## config.mk

```make
export PLATFORM = sky130hd
export DESIGN_NAME = tx_in_buffer
export DESIGN_NICKNAME = d
export VERILOG_FILES = /design/src/rtl/tx_in_buffer.sv
export SDC_FILE = /design/constraint.sdc
export NUM_CORES = 1
export LEC_CHECK = 0
export ABC_AREA = 0
export CAP_MARGIN = 40
export CORE_MARGIN = 2
export CORE_UTILIZATION = 60
export CTS_CLUSTER_SIZE = 8
export DETAILED_ROUTE_END_ITERATION = 10
export PLACE_DENSITY = 0.79
export SYNTH_ARGS = -nofsm -noshare
export SYNTH_HDL_FRONTEND = slang
export SYNTH_SLANG_ARGS = --single-unit
```

## constraint.sdc

```tcl
create_clock -name clk -period 6.8 [get_ports clk]
set_clock_uncertainty 0.05 [all_clocks]
set_input_delay 0.68 -clock clk [delete_from_list [all_inputs] [get_ports clk]]
set_output_delay 0.68 -clock clk [all_outputs]
set_load 0.02 [all_outputs]
```

## src/rtl/tx_in_buffer.sv

```systemverilog
// rtl/tx_in_buffer.sv - payload word buffer serialized LSB-of-last-word first on modulator strobes
module tx_in_buffer #(
    parameter int NUM_WORDS = 7
) (
    input  logic        clk,
    input  logic        rst_n,
    input  logic        write_ena,
    input  logic [2:0]  write_address,
    input  logic [31:0] write_data,
    input  logic        flag_write_ena,
    input  logic        flag_addres,
    input  logic [31:0] flag_data,
    input  logic        bit_ena,
    output logic        dout,
    output logic        dout_valid,
    output logic        tx_busy,
    output logic        tx_done
);

    localparam int FRAME_BITS = NUM_WORDS * 32;
    localparam int CNT_W      = $clog2(FRAME_BITS + 1);

    typedef enum logic [1:0] {IDLE, SEND, DONE} state_t;

    state_t                state;
    state_t                state_nxt;
    logic [31:0]           words [NUM_WORDS];
    logic [FRAME_BITS-1:0] shift_q;
    logic [FRAME_BITS-1:0] load_vec;
    logic [CNT_W-1:0]      bit_cnt;

    logic flag_hit;
    logic start_req;
    logic clear_req;
    logic addr_ok;
    logic word_wr;
    logic frame_end;
    logic shift_en;

    assign flag_hit  = flag_write_ena && (flag_addres == 1'b0);
    assign start_req = flag_hit && (flag_data == 32'h1);
    assign clear_req = flag_hit && (flag_data == 32'h0);
    assign addr_ok   = ({1'b0, write_address} < 4'(NUM_WORDS));
    assign word_wr   = write_ena && addr_ok && (state != SEND);
    assign frame_end = (bit_cnt == CNT_W'(FRAME_BITS));
    // Abort and frame completion both take priority over a pending bit strobe
    assign shift_en  = (state == SEND) && !clear_req && !frame_end && bit_ena;

    assign tx_busy = (state == SEND);
    assign tx_done = (state == DONE);

    always_ff @(posedge clk or negedge rst_n) begin
        if (!rst_n) begin
            state <= IDLE;
        end else begin
            state <= state_nxt;
        end
    end

    always_comb begin
        state_nxt = state;
        case (state)
            IDLE:    if (start_req) state_nxt = SEND;
            SEND:    if (clear_req) state_nxt = IDLE;
                     else if (frame_end) state_nxt = DONE;
            DONE:    if (clear_req) state_nxt = IDLE;
            default: state_nxt = IDLE;
        endcase
    end

    // Frame image with any same-cycle word write folded in; word 0 lands at the MSBs
    always_comb begin
        load_vec = '0;
        for (int k = 0; k < NUM_WORDS; k++) begin
            load_vec[32*(NUM_WORDS-1-k) +: 32] =
                (word_wr && (write_address == 3'(k))) ? write_data : words[k];
        end
    end

    always_ff @(posedge clk or negedge rst_n) begin
        if (!rst_n) begin
            for (int k = 0; k < NUM_WORDS; k++) begin
                words[k] <= '0;
            end
        end else begin
            for (int k = 0; k < NUM_WORDS; k++) begin
                if (word_wr && (write_address == 3'(k))) begin
                    words[k] <= write_data;
                end
            end
        end
    end

    always_ff @(posedge clk or negedge rst_n) begin
        if (!rst_n) begin
            shift_q    <= '0;
            bit_cnt    <= '0;
            dout       <= 1'b0;
            dout_valid <= 1'b0;
        end else begin
            dout_valid <= 1'b0;
            if ((state == IDLE) && start_req) begin
                shift_q <= load_vec;
                bit_cnt <= '0;
                dout    <= 1'b0;
            end else if ((state == SEND) && clear_req) begin
                shift_q <= '0;
                bit_cnt <= '0;
                dout    <= 1'b0;
            end else if (shift_en) begin
                dout       <= shift_q[0];
                shift_q    <= {1'b0, shift_q[FRAME_BITS-1:1]};
                bit_cnt    <= bit_cnt + CNT_W'(1);
                dout_valid <= 1'b1;
            end
        end
    end

endmodule

```

==> out/metrics.yaml <==
synth:
  synth.net_count: 1659
  synthFlopType: "dfrtp_1"
  synth_commonest_cells: "dfrtp_1 (460), nor2b_1 (225), or3_1 (223)"
  ys_top_cells_by_area: "dfrtp_1 (56%), mux2_2 (11%), o221a_2 (9.3%), nor2b_1 (6.8%), or3_1 (6.7%)"
  synthArstFlopShare_pct: 100
  synth_area_per_cell_sq_um: 13.0
  syn_area_sq_mm: 0.0207
  synth_cell_types: 44
  synth_seq_cells: 460
  synth_area_leader_cell: "dfrtp_1"
  synth_edf_count: 0
  syn_inst: 1584
  yosysWarnings: 0
  synth.most_common_cell: "dfrtp_1"
  synth_top_area_share_pct: 55.7
  ys_seq_area_share_pct: 55.7
pwr:
  power_switching_mw: 1.46
  cellPowerDensity_mw_per_mm2: 283
  p_clk_share_pct: 44.2
  p_sw_share_pct: 21.9
  p_int_mw: 5.20
  leakagePower_nw: 9.75
  peakVddDrop_uv: 211
  seqPwrFrac_pct: 46.8
  comb_power_share_pct: 9.0
  fin_total_pwr_mw: 6.65
min_path:
  hp-class: "input port to async pin"
worst_setup_path:
  crit_required_ns: 7.18
  start_kind: "input port"
  rr_startpoint: "state[0]$_DFFE_PN0P_"
  criticalPathCategory: "input port to flop"
  worst_ep_arrival_time_ns: 3.85
  endpoint_kind: "flop"
  critPathMaxFanout: 232
  critPathLaunch: "flag_addres"
cts:
  insertion_delay_ns: 0.57
  hold_buffers: 0
  cts_buffers: 67
  cts_sinks: 460
  clockBufferDepth: 3
  tritoncts: "yes"
  clkTransAtPathRegs_ns: 0.05
  cts_root_buffer: "clkbuf_16"
  postCtsResizedCells: 0
  htree_num_levels: 3
  post_cts_buffers: 0
detailed_routing:
  via_count: 13500
  firstDrtPassIters: 5
  wl_per_cell_microns: 23.1
  drc: 0
  wirelength_mm: 47.7
  drt_iter0_markers: 1091
  viasPerCell: 6.56
  ant_nets: 0
timing:
  rsz0062_at_grt: "false"
  fin_hold_ws_ns: 0.0788
  final-hold-violation-count: 0
  setup_ws_ns: 3.33
  timing.fmax_mhz: 288
  setup_tns_ns: 0
  slew_violations: 0
  tightest_slew_ns: 1.39
  finalSetupViolCount: 0
  slew_headroom_pct: 7.34
  fin_crit_sh_pct: 51.0
  period_needed_ns: 3.47
global_routing:
  grt_antenna_before_repair: 5
  grt-busiest-layer: "met2"
  grt_use_met3_pct: 4.78
  overflow: 0
  grt_first_pass_wirelength_mm: 78.8
  grt_max_degree: 233
  grt_use_met2_pct: 41.4
  grt_usage_pct: 27.2
  first_global_vias: 14400
  grt_use_met1_pct: 39.6
final_layout:
  nNetsFinal: 1677
  stdcell_count: 2061
  syn_to_final_growth_pct: 13.7
  final_util_pct: 69.7
  drive_above_1_share_pct: 31.1
  finalInstanceArea_sq_mm: 0.0235
floorplan:
  start_util_pct: 61.3
  die_y_microns: 190
  die_area_sq_mm: 0.0360
  rows: 67
  core_area_sq_mm: 0.0337
  die_x_microns: 190
  ios: 77
placed_design:
  post-dp-hpwl_mm: 24.7
  port_buffers: 76
  placed_cell_area_sq_mm: 0.0217
  place_inst: 1981
  gp_congestion: 0.791
  place_ws_ns: 2.74
flow_run:
  maxCapViolations: 0
run_status:
  outcome: "completed"
## final timing paths
kind	endpoint	slack (ns)	cells past startpoint
worst min-delay path	words[13]$_DFF_PN0_	0.08	1
worst max register to register	shift_q[11]$_DFFE_PN0P_	3.92	7
min in group clk	words[157]$_DFF_PN0_	0.44	1
max in group asynchronous	words[19]$_DFF_PN0_	5.33	2
worst max-delay path	shift_q[181]$_DFFE_PN0P_	3.33	9
worst min register to register	words[157]$_DFF_PN0_	0.44	1
## layout by cell type (no fill, tap or decap), types with 5 or more instances in the layout
master	n
buf_12	5
buf_4	12
clkbuf_16	68
clkdlybuf4s50_1	75
dfrtp_1	460
diode_2	6
inv_1	5
mux2_2	193
mux2_4	30
nand2_1	8
nand4_1	6
nor2_1	5
nor2b_1	225
nor4_1	8
o221a_1	52
o221a_2	171
or3_1	223
## logic make-up (layout without fill, tap and decap cells)
group                      count (synthesis)  after routing  share of synthesized area, %
AOI/OAI and AO/OA                        237            237                          12.6
other                                      0              6                             0
xor gates and xnor gates                   1              1                        0.0424
DFF                                      460            460                          55.7
buffers and inverters                    153            176                          3.26
adders and majority gates                  2              2                         0.121
muxes                                    227            227                          12.9
and+or+nand+nor                          504            504                          15.4
## worst max-delay path: stages
cell             delay [ns]
clkdlybuf4s50_1        0.41
nor4b_1                0.40
nand4_1                0.26
nor4_4                 0.32
buf_12                 0.62
o21ai_4                0.11
buf_4                  0.35
buf_16                 0.29
o221a_2                0.30
## sequential cells by signal, indices dropped and copies added, names as in the netlist
name,count
dout_valid,1
state,2
shift_q,224
bit_cnt,8
words,224
dout,1
## layout make-up
class	instances	area, sq um
clock buffers	68	1700
fillers	2270	10200
well taps	448	561
repair buffers	97	1070
diodes	6	15.0
flip-flops and latches	460	11500
clock inverters	6	96.3
multi-input cells	971	8530
inverters	5	18.8
## power groups by stage
stage                     clock [mW]  combinational (mW)  sequential [mW]
after floorplan                    0               0.415             3.12
after global placement             0               0.567             3.13
after detailed placement           0               0.598             3.15
after CTS                       2.98               0.605             3.11
after global routing            3.11               0.657             3.14
final                           2.94               0.600             3.11
## metal layers
layer  share of wire [%]  vias up
met4                 2.4        0
met5                   0        -
met1                  45     7197
met3                 5.0       86
met2                  47      338
li1                    -     5904
Note: power is estimated with default switching activity, not from simulation.
